--- src/rtl/imem_loader.sv ---
// Instruction-memory loader: receives a length-prefixed byte image, writes it
// word by word into instruction memory, and releases the core only after the
// length and checksum checks pass.
module imem_loader #(
    parameter int unsigned DEPTH     = 2000,
    parameter logic [31:0] BASE_ADDR = 32'h0000_0000,
    parameter int unsigned CNT_W     = 16
) (
    input  logic             clk,
    input  logic             rst_n,
    input  logic             start,
    input  logic [7:0]       in_data,
    input  logic             in_valid,
    output logic             in_ready,
    output logic             wr_en,
    output logic [31:0]      wr_addr,
    output logic [31:0]      wr_data,
    output logic             core_hold,
    output logic             done,
    output logic             err,
    output logic [1:0]       err_code,
    output logic [CNT_W-1:0] words_loaded
);

    localparam int unsigned WORD_W = 32;
    localparam int unsigned BYTE_W = 8;
    localparam int unsigned BIDX_W = 2;

    localparam logic [1:0] ERR_NONE = 2'b00;
    localparam logic [1:0] ERR_LEN  = 2'b01;
    localparam logic [1:0] ERR_CSUM = 2'b10;

    typedef enum logic [2:0] {
        S_IDLE,
        S_LEN,
        S_DATA,
        S_CHECK,
        S_DONE,
        S_ERR
    } state_t;

    // state and datapath registers
    state_t              r_state;
    logic [WORD_W-1:0]   r_len;
    logic [BIDX_W-1:0]   r_byte_idx;
    logic [CNT_W-1:0]    r_word_idx;
    logic [WORD_W-1:0]   r_asm;
    logic [BYTE_W-1:0]   r_csum;
    logic                r_in_ready;
    logic                r_wr_en;
    logic [WORD_W-1:0]   r_wr_addr;
    logic [WORD_W-1:0]   r_wr_data;
    logic                r_core_hold;
    logic                r_done;
    logic                r_err;
    logic [1:0]          r_err_code;
    logic [CNT_W-1:0]    r_words;

    // next-state values
    state_t              w_state_nxt;
    logic [WORD_W-1:0]   w_len_nxt;
    logic [BIDX_W-1:0]   w_byte_idx_nxt;
    logic [CNT_W-1:0]    w_word_idx_nxt;
    logic [WORD_W-1:0]   w_asm_nxt;
    logic [BYTE_W-1:0]   w_csum_nxt;
    logic                w_in_ready_nxt;
    logic                w_wr_en_nxt;
    logic [WORD_W-1:0]   w_wr_addr_nxt;
    logic [WORD_W-1:0]   w_wr_data_nxt;
    logic                w_core_hold_nxt;
    logic                w_done_nxt;
    logic                w_err_nxt;
    logic [1:0]          w_err_code_nxt;
    logic [CNT_W-1:0]    w_words_nxt;

    // helper wires
    logic                w_accept;
    logic                w_last_byte;
    logic [WORD_W-1:0]   w_len_full;
    logic [WORD_W-1:0]   w_asm_full;
    logic [CNT_W-1:0]    w_word_inc;
    logic [WORD_W-1:0]   w_word_addr;
    logic                w_restart;

    // byte handshake and little-endian assembly of the incoming byte
    assign w_accept    = in_valid & r_in_ready;
    assign w_last_byte = (r_byte_idx == BIDX_W'(3));
    assign w_len_full  = {in_data, r_len[WORD_W-1:BYTE_W]};
    assign w_asm_full  = {in_data, r_asm[WORD_W-1:BYTE_W]};
    assign w_word_inc  = r_word_idx + CNT_W'(1);
    assign w_word_addr = BASE_ADDR + (WORD_W'(r_word_idx) << 2);
    assign w_restart   = start & ((r_state == S_IDLE) | (r_state == S_DONE) | (r_state == S_ERR));

    // register outputs straight to ports
    assign in_ready     = r_in_ready;
    assign wr_en        = r_wr_en;
    assign wr_addr      = r_wr_addr;
    assign wr_data      = r_wr_data;
    assign core_hold    = r_core_hold;
    assign done         = r_done;
    assign err          = r_err;
    assign err_code     = r_err_code;
    assign words_loaded = r_words;

    // next-state and next-output logic
    always_comb begin
        w_state_nxt    = r_state;
        w_len_nxt      = r_len;
        w_byte_idx_nxt = r_byte_idx;
        w_word_idx_nxt = r_word_idx;
        w_asm_nxt      = r_asm;
        w_csum_nxt     = r_csum;
        w_wr_en_nxt    = 1'b0;
        w_wr_addr_nxt  = r_wr_addr;
        w_wr_data_nxt  = r_wr_data;
        w_done_nxt     = r_done;
        w_err_nxt      = r_err;
        w_err_code_nxt = r_err_code;
        w_words_nxt    = r_words;

        if (w_restart) begin
            // a new load always starts from a clean slate
            w_state_nxt    = S_LEN;
            w_len_nxt      = '0;
            w_byte_idx_nxt = '0;
            w_word_idx_nxt = '0;
            w_asm_nxt      = '0;
            w_csum_nxt     = '0;
            w_done_nxt     = 1'b0;
            w_err_nxt      = 1'b0;
            w_err_code_nxt = ERR_NONE;
            w_words_nxt    = '0;
        end else begin
            case (r_state)
                S_LEN: begin
                    if (w_accept) begin
                        w_len_nxt      = w_len_full;
                        w_byte_idx_nxt = r_byte_idx + BIDX_W'(1);
                        if (w_last_byte) begin
                            if (w_len_full > WORD_W'(DEPTH)) begin
                                w_state_nxt    = S_ERR;
                                w_err_nxt      = 1'b1;
                                w_err_code_nxt = ERR_LEN;
                            end else if (w_len_full == '0) begin
                                w_state_nxt = S_CHECK;
                            end else begin
                                w_state_nxt = S_DATA;
                            end
                        end
                    end
                end
                S_DATA: begin
                    if (w_accept) begin
                        w_asm_nxt      = w_asm_full;
                        w_csum_nxt     = r_csum ^ in_data;
                        w_byte_idx_nxt = r_byte_idx + BIDX_W'(1);
                        if (w_last_byte) begin
                            // word complete: strobe it out on the next cycle
                            w_wr_en_nxt    = 1'b1;
                            w_wr_data_nxt  = w_asm_full;
                            w_wr_addr_nxt  = w_word_addr;
                            w_words_nxt    = w_word_inc;
                            w_word_idx_nxt = w_word_inc;
                            if (WORD_W'(w_word_inc) == r_len) begin
                                w_state_nxt = S_CHECK;
                            end
                        end
                    end
                end
                S_CHECK: begin
                    if (w_accept) begin
                        if (in_data == r_csum) begin
                            w_state_nxt = S_DONE;
                            w_done_nxt  = 1'b1;
                        end else begin
                            w_state_nxt    = S_ERR;
                            w_err_nxt      = 1'b1;
                            w_err_code_nxt = ERR_CSUM;
                        end
                    end
                end
                S_IDLE, S_DONE, S_ERR: begin
                    w_state_nxt = r_state;
                end
                default: begin
                    w_state_nxt = S_IDLE;
                end
            endcase
        end

        w_in_ready_nxt  = (w_state_nxt == S_LEN) | (w_state_nxt == S_DATA) |
                          (w_state_nxt == S_CHECK);
        w_core_hold_nxt = (w_state_nxt != S_DONE);
    end

    // state and output registers
    always_ff @(posedge clk or negedge rst_n) begin
        if (!rst_n) begin
            r_state     <= S_IDLE;
            r_len       <= '0;
            r_byte_idx  <= '0;
            r_word_idx  <= '0;
            r_asm       <= '0;
            r_csum      <= '0;
            r_in_ready  <= 1'b0;
            r_wr_en     <= 1'b0;
            r_wr_addr   <= BASE_ADDR;
            r_wr_data   <= '0;
            r_core_hold <= 1'b1;
            r_done      <= 1'b0;
            r_err       <= 1'b0;
            r_err_code  <= ERR_NONE;
            r_words     <= '0;
        end else begin
            r_state     <= w_state_nxt;
            r_len       <= w_len_nxt;
            r_byte_idx  <= w_byte_idx_nxt;
            r_word_idx  <= w_word_idx_nxt;
            r_asm       <= w_asm_nxt;
            r_csum      <= w_csum_nxt;
            r_in_ready  <= w_in_ready_nxt;
            r_wr_en     <= w_wr_en_nxt;
            r_wr_addr   <= w_wr_addr_nxt;
            r_wr_data   <= w_wr_data_nxt;
            r_core_hold <= w_core_hold_nxt;
            r_done      <= w_done_nxt;
            r_err       <= w_err_nxt;
            r_err_code  <= w_err_code_nxt;
            r_words     <= w_words_nxt;
        end
    end

endmodule

--- config.mk ---
export PLATFORM = sky130hd
export DESIGN_NAME = imem_loader
export DESIGN_NICKNAME = d
export VERILOG_FILES = /design/src/rtl/imem_loader.sv
export SDC_FILE = /design/constraint.sdc
export NUM_CORES = 1
export LEC_CHECK = 0
export ABC_AREA = 1
export BUFFER_PORTS_ARGS = -buffer_cell sky130_fd_sc_hd__buf_2
export CAP_MARGIN = 20
export CORE_MARGIN = 4
export CORE_UTILIZATION = 35
export DETAILED_ROUTE_END_ITERATION = 16
export GPL_ROUTABILITY_DRIVEN = 0
export GPL_TIMING_DRIVEN = 0
export HOLD_SLACK_MARGIN = 0.06
export PLACE_DENSITY_LB_ADDON = 0.25
export SYNTH_ARGS = -nofsm -noshare
export SYNTH_HDL_FRONTEND = slang
export SYNTH_SLANG_ARGS = --single-unit
--- constraint.sdc ---
create_clock -name clk -period 5.8 [get_ports clk]
set_clock_uncertainty 0.15 [all_clocks]
set_input_delay 0.29 -clock clk [delete_from_list [all_inputs] [get_ports clk]]
set_output_delay 0.29 -clock clk [all_outputs]
set_load 0.05 [all_outputs]
After elaboration in Yosys (flattened, before gate mapping)
Cells that the tools add are included.
{"block": "totals", "word_cells": 110, "regBits": 148, "output_inout_bits": 87}
{"block": "op_classes", "addsub": 2, "n_mux": 49, "n_bitwise": 8, "reduce_logical": 19, "order_cmp": 1, "eq_ne": 17}
{"cell": "$mux 32", "count": 6}
{"cell": "$mux 16", "count": 4}
{"cell": "$eq 16x32->1", "count": 1}
{"cell": "$gt 32x11->1 const B", "count": 1}
{"cell": "$logic_not 32->1", "count": 1}
{"cell": "$mux 3", "count": 8}
{"cell": "$mux 8", "count": 3}
{"cell": "$mux 2", "count": 9}
{"cell": "$ne 3x3->1 const B", "count": 6}
{"cell": "$add 16x1->16 const B", "count": 1}
{"cell": "$mux 1", "count": 16}
{"cell": "$reduce_bool 2->1", "count": 7}
{"cell": "$eq 3x2->1 const B", "count": 4}
{"cell": "$pmux 3 s4", "count": 1}
{"cell": "$eq 8x8->1", "count": 1}
{"cell": "$xor 8x8->8", "count": 1}
{"cell": "$eq 3x1->1 const B", "count": 2}
{"cell": "$eq 3x3->1 const B", "count": 2}
{"cell": "$reduce_and 2->1", "count": 3}
{"cell": "$reduce_and 3->1", "count": 2}
{"cell": "$reduce_and 6->1", "count": 1}
{"cell": "$or 1x1->1", "count": 4}
{"cell": "$pmux 2 s2", "count": 1}
{"cell": "$reduce_and 4->1", "count": 1}
{"cell": "9 further kinds", "count": 10}

Logic depth before layout (Yosys ltp)
{"block": "logic_depth", "word_depth": 10, "mapped_depth": 15, "ltp_nobuf": 15}

Worst setup path before layout
OpenSTA, ideal clock, no wires.
{"block": "synth_path", "kind": "register -> register", "from": "register words_loaded[0] (netlist name)", "to": "register r_in_ready, in the netlist in_ready", "synth_period_minus_slack_ns": 2.316, "stages_incl_launch_ff": 13, "path_slack_ns": 3.484, "arrival_ns": 2.041, "setup_ns": 0.125, "t_required_ns": 5.525, "path_buffers": 0, "path_cell_list": "dfrtp_1 -> ha_1 -> nand2_2 -> nor2_4 -> nand2_2 -> nor2_4 -> xnor3_1 -> nand2_1 -> nor2_1 -> nand2_1 -> nand3_2 -> nor2_2 -> nor2_2"}
{"element": "to (signal assigned)", "line": "221", "source": "r_in_ready <= w_in_ready_nxt;"}
{"element": "to (decl)", "line": "49", "source": "logic r_in_ready;"}

==> flow_metrics.env <==
export IMPL_status="completed"
export IMPL_numPortBuffers=82
export IMPL_clk_latency_ns=0.42
export IMPL_detail_route_wl_per_cell_microns=15.2
export IMPL_hold_viol=0
export IMPL_first_pass_iters=4
export IMPL_cts_tree="yes"
export IMPL_die_y_microns=145
export IMPL_overflow=0
export IMPL_synth_cells=775
export IMPL_ys_ff_latch=140
export IMPL_fin_util=0.440
export IMPL_nFillCells=1860
export IMPL_leakage_nw=4.08
export IMPL_postRouteWirelength_microns=17400
export IMPL_ant_nets=0
export IMPL_hold_path_class="in2reg"
export IMPL_drt_initial_drc_count=329
export IMPL_fmax_mhz=413
export IMPL_setup_tns_ns=0
export IMPL_end_kind="flip-flop"
export IMPL_grtUsageTotal=0.174
export IMPL_ir_drop_v=0.000257
export IMPL_syn_area_sq_mm=0.00654
export IMPL_grt_antenna_before_repair=0
export IMPL_cts_root_buf="clkbuf_16"
export IMPL_dp_hpwl_microns=12700
export IMPL_crit_type="reg2reg"
export IMPL_ys_seq_area_frac=0.536
export IMPL_place_inst=1102
export IMPL_worst_slew_pin_slew_ns=0.867
export IMPL_clkSinkCount=140
export IMPL_setup_ws_ns=3.38
export IMPL_layout_drive_gt1_share=0.193
export IMPL_slew_limit_headroom=0.422
export IMPL_initial_core_util=0.360
export IMPL_clock_path_buffers=2
export IMPL_finalSetupViolations=0
export IMPL_instances_no_fill=1143
export IMPL_cts_setup_buffers=0
export IMPL_dieArea_sq_mm=0.0209
export IMPL_p_per_area_mw_per_mm2=409
export IMPL_rsz0062_at_grt="false"
export IMPL_dpl_worst_slack_ns=3.40
export IMPL_grt_start_max_net_pins=94
export IMPL_crit_required_ns=5.95
export IMPL_max_cap_viol_count=0
export IMPL_cp_start_kind="flip-flop"
export IMPL_via_per_inst=4.79
export IMPL_num_vias=5472
export IMPL_fin_nets=915
export IMPL_grt_first_pass_wirelength_microns=28500
export IMPL_diodes=0
export IMPL_avgSynthCellArea_sq_um=8.43
export IMPL_cts_inserted_buffers=17
export IMPL_critPathMaxFanout=8
export IMPL_fp_dieW_microns=145
export IMPL_grt_pass1_vias=5405
export IMPL_rows=49
export IMPL_min_period_ns=2.42
export IMPL_clkSlewWorstSetupHoldPaths_ns=0.06
export IMPL_fin_crit_sh=0.417
export IMPL_yosys_warnings=0
export IMPL_fp_coreArea_sq_mm=0.0181
export IMPL_slew_violations=0
export IMPL_syn_to_final_growth_pct=22.2
export IMPL_drc_errors=0
export IMPL_htreeDepth=4
export IMPL_worstPathArrival_ns=2.57
export IMPL_yosysUniqueCellTypes=42
export IMPL_io_pins=99
[timing repair]
action                     4_1_cts  5_1_grt
hold buffers                     9        0
setup endpoints to repair        0        0
hold endpoints to repair        61        0
resized for setup                0        0
[registers in the layout, indices dropped and copies added, names as in the netlist, 2 cells and up]
| signal | count |
|---|---|
| r_len | 32 |
| wr_addr | 16 |
| wr_data | 32 |
| r_asm | 24 |
| r_byte_idx | 2 |
| r_csum | 8 |
| err_code | 2 |
| words_loaded | 16 |
| r_state | 3 |
[power by group]
part | internal, mW | switching [mW] | total (mW)
clock | 0.635 | 0.431 | 1.07
combinational | 0.285 | 0.646 | 0.931
sequential | 1.14 | 0.132 | 1.27
[cell usage after synthesis (all sizes together)]
library cell | n | area, sq um
o21ai | 85 | 429
xnor3 | 2 | 48.8
nor2 | 60 | 307
o211ai | 1 | 7.51
nand3b | 1 | 7.51
and2 | 1 | 6.26
xor2 | 9 | 86.3
or2 | 1 | 6.26
a22oi | 1 | 7.51
nand4 | 11 | 68.8
buf | 27 | 179
nor4 | 1 | 6.26
inv | 68 | 255
dfrtp | 139 | 3480
conb | 1 | 3.75
nand3 | 49 | 255
xnor2 | 4 | 35.0
dfstp | 1 | 26.3
ha | 2 | 25.0
clkbuf | 17 | 73.8
a22o | 2 | 17.5
nand2 | 259 | 1000
a32o | 2 | 20.0
a21oi | 12 | 60.1
o31ai | 3 | 22.5
nor3 | 2 | 10.0
o22ai | 14 | 87.6
[path summary, 6_finish.rpt]
path                                       from          end  slack, ns  cells after the start
max in group asynchronous                 rst_n  wr_addr[11]       4.47                      3
min in group asynchronous                 rst_n    r_asm[29]       0.22                      2
worst max-delay path            words_loaded[0]     in_ready       3.38                     12
worst min register to register        r_asm[20]  wr_data[12]       0.32                      2
worst min-delay path                   in_valid         done       0.17                      3
worst max register to register  words_loaded[0]     in_ready       3.38                     12
[cells in the final DEF, fill, tap and decap left out, types with 3 or more instances in the layout]
master | synthesis | layout
a21oi_1 | 12 | 12
buf_2 | 8 | 89
buf_4 | 16 | 16
clkbuf_1 | 16 | 18
clkbuf_16 | 0 | 17
clkinv_4 | 0 | 3
clkinvlp_4 | 0 | 4
conb_1 | 1 | 16
dfrtp_1 | 139 | 139
dlygate4sd3_1 | 0 | 9
inv_1 | 61 | 61
inv_2 | 7 | 7
nand2_1 | 250 | 250
nand2_2 | 7 | 7
nand3_1 | 47 | 47
nand4_1 | 11 | 11
nor2_1 | 45 | 45
nor2_2 | 8 | 8
nor2_4 | 6 | 6
o21ai_0 | 77 | 77
o21ai_1 | 7 | 7
o22ai_1 | 14 | 14
o31ai_1 | 3 | 3
xnor2_1 | 4 | 4
xor2_1 | 8 | 8
[routing by layer]
metal | wire length (microns) | vias up | GRT usage
met5 | 0 | - | 0
met4 | 242 | 0 | 0.0461
met3 | 888 | 15 | 0.0423
met2 | 7990 | 118 | 0.274
met1 | 8260 | 2616 | 0.243
li1 | - | 2723 | -
[stage by stage]
step,power (mW),hold slack (ns),area (sq um)
floorplan,1.94,-0.156,6590
global placement,2.20,0.308,7290
detailed placement,2.21,0.115,7320
CTS,3.29,0.161,7990
global route,3.47,0.168,7990
finish,3.27,0.168,7990
[layout make-up]
cell class,count,area [sq um],area share
plain buffers,44,253,0.0316
clock buffers,19,433,0.0542
clock inverters,13,144,0.0180
inverters,68,255,0.0319
multi-input cells,538,2580,0.323
flip-flops and latches,140,3500,0.439
well taps,229,287,0.0359
repair buffers,92,534,0.0669
[cells by family after synthesis]
logic type / count (synthesis) / synth area share
simple gates: 385 / 0.256
flops: 140 / 0.536
compound gates: 120 / 0.0998
buf+inv: 112 / 0.0777
xor+xnor: 15 / 0.0260
fa+ha+maj: 2 / 0.00383
other cells: 1 / 0.000574
[worst max-delay path: stages, from the launching register on]
cell	delay (ns)
dfrtp_1	0.57
ha_1	0.30
nand2_2	0.11
nor2_4	0.16
nand2_2	0.10
nor2_4	0.11
xnor3_1	0.22
nand2_1	0.08
nor2_1	0.06
nand2_1	0.15
nand3_2	0.13
nor2_2	0.13
nor2_2	0.04
No activity file was read; power rests on OpenSTA's default activity.
